--- src/rtl/viterbi_pkg.sv ---
// Constants shared by the convolutional encoder and the Viterbi decoder:
// code geometry, default generator polynomials and encoder FSM encoding.
package viterbi_pkg;

    localparam int K        = 9;
    localparam int WD_CODE  = 2;
    localparam int SR_W     = K - 1;
    localparam int TAIL_LEN = K - 1;

    localparam logic [K-1:0] G0_DEFAULT = 9'o561;
    localparam logic [K-1:0] G1_DEFAULT = 9'o753;

    typedef enum logic [1:0] {
        ST_IDLE = 2'd0,
        ST_DATA = 2'd1,
        ST_TAIL = 2'd2
    } enc_state_e;

endpackage

--- src/rtl/conv_symbol.sv ---
// Combinational rate-1/2 symbol generator: one input bit plus the K-1 bit
// history yields {c1, c0}. Also used by the decoder's branch-metric unit.
module conv_symbol #(
    parameter int K = 9
) (
    input  logic         x_i,
    input  logic [K-2:0] sr_i,
    input  logic [K-1:0] g0_i,
    input  logic [K-1:0] g1_i,
    output logic [1:0]   sym_o
);

    logic [K-1:0] win;

    // Newest bit sits at the window MSB, oldest history bit at the LSB.
    always_comb begin
        win      = '0;
        win[K-1] = x_i;
        for (int i = 0; i < K-1; i++) begin
            win[K-2-i] = sr_i[i];
        end
    end

    assign sym_o = {^(win & g1_i), ^(win & g0_i)};

endmodule

--- src/rtl/conv_frame_encoder.sv ---
// Framed K=9 rate-1/2 convolutional encoder with valid/ready on both sides;
// every frame is closed with K-1 zero tail symbols so the trellis ends in state 0.
module conv_frame_encoder #(
    parameter int            K     = viterbi_pkg::K,
    parameter logic [K-1:0]  G0    = viterbi_pkg::G0_DEFAULT,
    parameter logic [K-1:0]  G1    = viterbi_pkg::G1_DEFAULT,
    parameter int            CNT_W = 16
) (
    input  logic                             CLOCK,
    input  logic                             Reset,
    input  logic                             in_valid,
    output logic                             in_ready,
    input  logic                             in_bit,
    input  logic                             in_last,
    output logic                             out_valid,
    input  logic                             out_ready,
    output logic [viterbi_pkg::WD_CODE-1:0]  Code,
    output logic                             out_last,
    output logic [CNT_W-1:0]                 frame_cnt
);

    import viterbi_pkg::*;

    localparam int              TC_W      = $clog2(K);
    localparam logic [TC_W-1:0] TAIL_INIT = TC_W'(K - 1);

    enc_state_e          state_q, state_d;
    logic [K-2:0]        sr_q, sr_d;
    logic [TC_W-1:0]     tail_cnt_q, tail_cnt_d;
    logic                out_valid_q, out_valid_d;
    logic [WD_CODE-1:0]  code_q, code_d;
    logic                out_last_q, out_last_d;
    logic [CNT_W-1:0]    frame_cnt_q, frame_cnt_d;

    logic                slot_free;
    logic                accept;
    logic                tail_emit;
    logic                sym_x;
    logic [WD_CODE-1:0]  sym;

    assign slot_free = !out_valid_q || out_ready;
    assign in_ready  = Reset && (state_q != ST_TAIL) && slot_free;
    assign accept    = in_valid && in_ready;
    assign tail_emit = (state_q == ST_TAIL) && slot_free;
    // Tail symbols shift in zeros; data symbols shift in the accepted bit.
    assign sym_x     = accept && in_bit;

    conv_symbol #(
        .K (K)
    ) u_sym (
        .x_i   (sym_x),
        .sr_i  (sr_q),
        .g0_i  (G0),
        .g1_i  (G1),
        .sym_o (sym)
    );

    always_comb begin
        state_d     = state_q;
        sr_d        = sr_q;
        tail_cnt_d  = tail_cnt_q;
        out_valid_d = out_valid_q;
        code_d      = code_q;
        out_last_d  = out_last_q;
        frame_cnt_d = frame_cnt_q;

        if (out_valid_q && out_ready) begin
            out_valid_d = 1'b0;
            out_last_d  = 1'b0;
        end

        if (accept) begin
            out_valid_d = 1'b1;
            code_d      = sym;
            out_last_d  = 1'b0;
            sr_d        = {sr_q[K-3:0], sym_x};
            if (in_last) begin
                state_d    = ST_TAIL;
                tail_cnt_d = TAIL_INIT;
            end else begin
                state_d    = ST_DATA;
            end
        end else if (tail_emit) begin
            out_valid_d = 1'b1;
            code_d      = sym;
            sr_d        = {sr_q[K-3:0], 1'b0};
            tail_cnt_d  = tail_cnt_q - TC_W'(1);
            out_last_d  = (tail_cnt_q == TC_W'(1));
            if (tail_cnt_q == TC_W'(1)) begin
                state_d     = ST_IDLE;
                frame_cnt_d = frame_cnt_q + CNT_W'(1);
            end
        end
    end

    // Reset discards any partial frame outright; no tail is flushed.
    always_ff @(posedge CLOCK) begin
        if (!Reset) begin
            state_q     <= ST_IDLE;
            sr_q        <= '0;
            tail_cnt_q  <= '0;
            out_valid_q <= 1'b0;
            code_q      <= '0;
            out_last_q  <= 1'b0;
            frame_cnt_q <= '0;
        end else begin
            state_q     <= state_d;
            sr_q        <= sr_d;
            tail_cnt_q  <= tail_cnt_d;
            out_valid_q <= out_valid_d;
            code_q      <= code_d;
            out_last_q  <= out_last_d;
            frame_cnt_q <= frame_cnt_d;
        end
    end

    assign out_valid = out_valid_q;
    assign Code      = code_q;
    assign out_last  = out_last_q;
    assign frame_cnt = frame_cnt_q;

    a_last_has_valid : assert property (@(posedge CLOCK) disable iff (!Reset)
        out_last_q |-> out_valid_q);
    a_tail_blocks_input : assert property (@(posedge CLOCK) disable iff (!Reset)
        (state_q == ST_TAIL) |-> !in_ready);

endmodule

--- config.mk ---
export PLATFORM = sky130hd
export DESIGN_NAME = conv_frame_encoder
export DESIGN_NICKNAME = d
export VERILOG_FILES = /design/src/rtl/viterbi_pkg.sv /design/src/rtl/conv_symbol.sv /design/src/rtl/conv_frame_encoder.sv
export SDC_FILE = /design/constraint.sdc
export NUM_CORES = 1
export LEC_CHECK = 0
export ABC_AREA = 1
export CORE_MARGIN = 2
export CORE_UTILIZATION = 54
export DETAILED_ROUTE_END_ITERATION = 6
export PLACE_DENSITY_LB_ADDON = 0.25
export SKIP_CTS_REPAIR_TIMING = 1
export SYNTH_ARGS = -nofsm -noshare
export SYNTH_HDL_FRONTEND = slang
export SYNTH_SLANG_ARGS = --single-unit
--- constraint.sdc ---
create_clock -name CLOCK -period 2 [get_ports CLOCK]
set_clock_uncertainty 0.2 [all_clocks]
set_input_delay 0.4 -clock CLOCK [delete_from_list [all_inputs] [get_ports CLOCK]]
set_output_delay 0.4 -clock CLOCK [all_outputs]
set_load 0.03 [all_outputs]
* Yosys cells after proc, flatten, opt, wreduce, memory -nomap -nowiden *
Index checks and enable logic that the tools add are counted.

storage, ports and cells
  output and inout bits = 21
  memory bits (read-only) = 0
  memories kept = 0
  memory bits (writable) = 0
  flip-flop bits (word level) = 34
  logic and storage cells = 48
  latch bits = 0

cells by class
  divide/modulo/power cells = 0
  $mul = 0
  shift operators = 0
  equality and inequality tests = 4
  bitwise logic cells = 2
  add/sub/neg operators = 2
  order comparisons = 0
  reduce and logical (&&, ||, !) cells = 18
  multiplexer cells = 15

operator list
  cell                     number
  $reduce_xor A9 Y1        2
  $add A16 B1 Y16 const B  1
  $mux W8                  2
  $mux W2                  6
  $mux W4                  3
  $logic_and A1 B1 Y1      6
  $reduce_bool A2 Y1       3
  $eq A4 B1 Y1 const B     1
  $mux W1                  4
  $ne A2 B2 Y1 const B     2
  $reduce_and A2 Y1        2
  $sub A4 B1 Y4 const B    1
  $reduce_and A3 Y1        1
  $reduce_bool A3 Y1       1
  $eq A2 B2 Y1 const B     1
  $not A1 Y1               2
  $reduce_or A2 Y1         1
  $logic_not A1 Y1         1
  $logic_or A1 B1 Y1       1

* Depth between registers and ports, before layout *
  depth in word-level cells = 8
  mapped depth = 11

* By module *
From an unflattened synthesis, not the netlist that was laid out.

unflattened totals
  cells, all modules = 349
  area, all modules = 2179.6 um^2

modules (own cells, without submodules)
  module              cells each  sequential area each (um^2)  instances  area an instance (um^2)
  conv_frame_encoder  248         680.7                        1          1736.7
  conv_symbol         101         0.0                          1          442.9

* Worst setup path after synthesis *
OpenSTA, ideal clock, no wires.

  path kind = input port to output port
  from = input port Reset
  to = output port in_ready
  stages on the path = 4
  data required time = 1.400 ns
  arrival = 1.454 ns
  slack = -0.054 ns
  path through = buf_4 -> inv_1 -> buf_2 -> nor3_1

between the ends
  word-level cells in the longest chain between the ends = 2

ends and longest elaborated chain
  item                               RTL line                  RTL
  start: declaration                 conv_frame_encoder.sv:10  input logic Reset,
  $logic_and A1 B1 Y1 (2 in series)  conv_frame_encoder.sv:42  assign in_ready = Reset && (state_q != ST_TAIL) && slot_free;
  end: declaration                   conv_frame_encoder.sv:12  output logic in_ready,

No other way between the ends.

* Worst setup path after layout *
  from = register out_last_q (netlist: out_last)
  to = output port out_last

RTL lines
  item                      RTL line                   RTL
  start: declaration        conv_frame_encoder.sv:32   logic out_last_q, out_last_d;
  start signal: assignment  conv_frame_encoder.sv:112  out_last_q <= out_last_d;
  end: declaration          conv_frame_encoder.sv:18   output logic out_last,

No word-level cell between the ends.

==> run metrics <==
Worst Hold Path Cells 2; Yosys warnings 0; drt total wl around 4000 um; Synthesized Nets 293; global-route usage over all layers 21.2%; CP Class reg2out; critical path arrival ~1.4 ns; VDD IR max between 0.0003 and 0.0004 V; Unique masters post-synth 33; worst setup slack after layout 0.0465 ns; r2r endpoint frame_cnt[8]$_SDFFE_PN0P_; GR Overflow Total 0; crit path buf inv count 1; Detailed Routing Iterations Pass 1 4; relative slew slack about four fifths; H-Tree Level Count 2; # DRC 0; Num CTS Buffers 5; Setup crit start out_last$_SDFFE_PP0P_; root buffer cell clkbuf_4; Clk Latency, worst-skew pair between 0.3 and 0.4 ns; first-pass GRT wire length 6900 um; clock tree from TritonCTS yes; Final Hold Slack 0.259 ns; PortBufs 26; worst path cell trace clkdlybuf4s50_1; Worst setup SP type register; die area around 0.0041 sq mm; synthesis-to-finish area growth 23.8%; Core Area 0.00342 sq mm; Cell Area, Synth 0.00195 sq mm; vias in the first global route 1638; worst reg2reg path depth 7; FF-to-FF Start frame_cnt[1]$_SDFFE_PN0P_; Post-DP HPWL 2970 um; via count 1857; overall power 0.00135 W; Max Fclk between 500 and 600 MHz; cells after synthesis ~280; # IOs 27; Finished Layout Cells 370; Inst Count DP roughly 360; largest net degree at the start of global routing 20; RSZ-0062 raised after global routing no; hold crit path type reg2reg; outcome finished clean; via/cell ratio 5.02; clock buffer depth 2; R2R setup slack 0.33 ns; Leakage about 1.3 nW; crit-path max cell delay 0.67 ns; NumNets Final around 330; cell row count 21; Chip Width 64.1 um; instance count on the critical path 1; crit path capture out_last; Final Hold Violating Endpoints 0; crit-path leading delay family buffers and inverters; CP Data Required Time 1.40 ns; final RePlAce weighted congestion 0.821; # fillers 291; FF+latch count, synth 34; Final ANT Viol Nets 0; Reg clk slew, reported paths 0.10 ns; layout cells sized above 1 between 10% and 20%; post-layout minimum cycle time 1.95 ns; Max Slew Vio Count 0; worst slew pin tran between 0.3 and 0.4 ns; Sink Count 34; Synth top area share between 30% and 40%; type of element capturing the critical path output port; antenna violations before repair 0; Avg Inst Size Synth 6.88 sq um; Final Util 70.8%; Synth area leader dfxtp_1; Final period util 97.7%; final setup fails 0; pre-CTS setup slack -0.00800 ns; Die Y 64.1 um; sequential-to-total area share from yosys stat 34.8%; pwr/cell area 559 mW/mm^2; top cells by area, synth dfxtp_1 35%, nand2_1 15%, inv_1 6.9%, a21oi_1 5.6%, nand3_1 4.6%; max capacitance violation total 0; Worst Path Max Fanout 2; Ant. Diodes 0; Initial DRC Count around 140; Crit-path slowest cell clkdlybuf4s50_1; Initial Util approximately 57%; average wire per standard cell roughly 11 um
## registers in the layout, indices dropped and copies added (netlist names)
name / cells
tail_cnt_q: 4
out_last: 1
state_q: 2
sr_q: 8
Code: 2
out_valid: 1
frame_cnt: 16
## Yosys cell counts
library cell / instances
a21oi_2: 7
nor2_1: 20
xor2_1: 2
nand3_1: 18
inv_1: 36
nor2_2: 3
buf_4: 1
xnor2_1: 3
buf_1: 1
inv_2: 3
dfxtp_1: 34
clkinv_4: 1
o21ai_0: 14
o21ai_1: 1
a211oi_1: 1
nand4_4: 1
clkbuf_1: 1
nand2_1: 80
buf_2: 1
nand2_4: 2
o21ai_2: 2
nand3b_1: 1
nor2_8: 1
ha_1: 3
nor2_4: 2
or2_0: 1
nand2_2: 9
nand4_1: 7
buf_6: 3
a21oi_1: 22
nor3_1: 1
buf_8: 1
a31oi_1: 1
## logic make-up (layout without fill, tap and decap cells)
| group | count (synthesis) | after routing | synth area share [%] |
|---|---|---|---|
| fa+ha+maj | 3 | 3 | 1.92 |
| buf+inv | 48 | 88 | 11.5 |
| flops | 34 | 34 | 34.8 |
| compound gates | 48 | 48 | 14.2 |
| simple gates | 146 | 146 | 35.3 |
| xor+xnor | 5 | 5 | 2.24 |
## per-layer routing
metal	global-route usage (%)	part of all wire, %
met5	0	0
met4	6.38	1.2
met3	5.81	5.5
met2	37.4	48
met1	25.1	46
## layout by cell type, fill, tap and decap left out
cell type         n
a211oi_1          1
a21oi_1          22
a21oi_2           7
a31oi_1           1
buf_4            15
clkbuf_1          1
clkbuf_4          5
clkbuf_8          1
clkdlybuf4s50_1   6
clkinv_2          1
clkinv_4          1
dfxtp_1          34
dlymetal6s2s_1   19
ha_1              3
inv_1            36
inv_2             3
nand2_1          80
nand2_2           9
nand2_4           2
nand3_1          18
nand3b_1          1
nand4_1           7
nand4_4           1
nor2_1           20
nor2_2            3
nor2_4            2
nor2_8            1
nor3_2            1
o21ai_0          14
o21ai_1           1
o21ai_2           2
or2_0             1
xnor2_1           3
xor2_1            2
## how the worst min path moves through the flow
stage / start / end
global placement: sr_q[5]$_SDFFE_PN0P_ / sr_q[6]$_SDFFE_PN0P_
detailed placement: sr_q[5]$_SDFFE_PN0P_ / sr_q[6]$_SDFFE_PN0P_
global route: sr_q[5]$_SDFFE_PN0P_ / sr_q[6]$_SDFFE_PN0P_
CTS: sr_q[5]$_SDFFE_PN0P_ / sr_q[6]$_SDFFE_PN0P_
floorplan: sr_q[5]$_SDFFE_PN0P_ / sr_q[6]$_SDFFE_PN0P_
finish: sr_q[5]$_SDFFE_PN0P_ / sr_q[6]$_SDFFE_PN0P_
## worst min-delay path, delay by kind of cell (launching register included)
kind / cells / cell delay, ns
DFF: 1 / 0.33
and+or+nand+nor: 1 / 0.07
AOI/OAI and AO/OA: 1 / 0.04
## per-stage QoR
stage               cell area, sq um  setup TNS (ns)
floorplan                       1960               0
global placement                2310               0
detailed placement              2310         -0.0212
CTS                             2370          -0.688
global route                    2420               0
finish                          2420               0
## layout make-up
| type | count | area, sq um | area share (%) |
|---|---|---|---|
| timing repair buffer | 40 | 410 | 17.0 |
| tap | 46 | 57.6 | 2.38 |
| clock buffer | 7 | 55.1 | 2.28 |
| sequential | 34 | 681 | 28.2 |
| inverter | 40 | 155 | 6.42 |
| multi-input combinational | 202 | 1050 | 43.6 |
| clock inverter | 1 | 5.00 | 0.207 |
## power by group
| group | leakage (nW) | total [W] | internal, W | switching [W] |
|---|---|---|---|---|
| logic | 0.969 | 0.000222 | 0.0000887 | 0.000133 |
| clock network | 0.0353 | 0.000405 | 0.000170 | 0.000235 |
| registers | 0.276 | 0.000726 | 0.000703 | 0.0000229 |
| total | 1.28 | 0.00135 | 0.000962 | 0.000390 |
(Power assumes the default switching activity.)
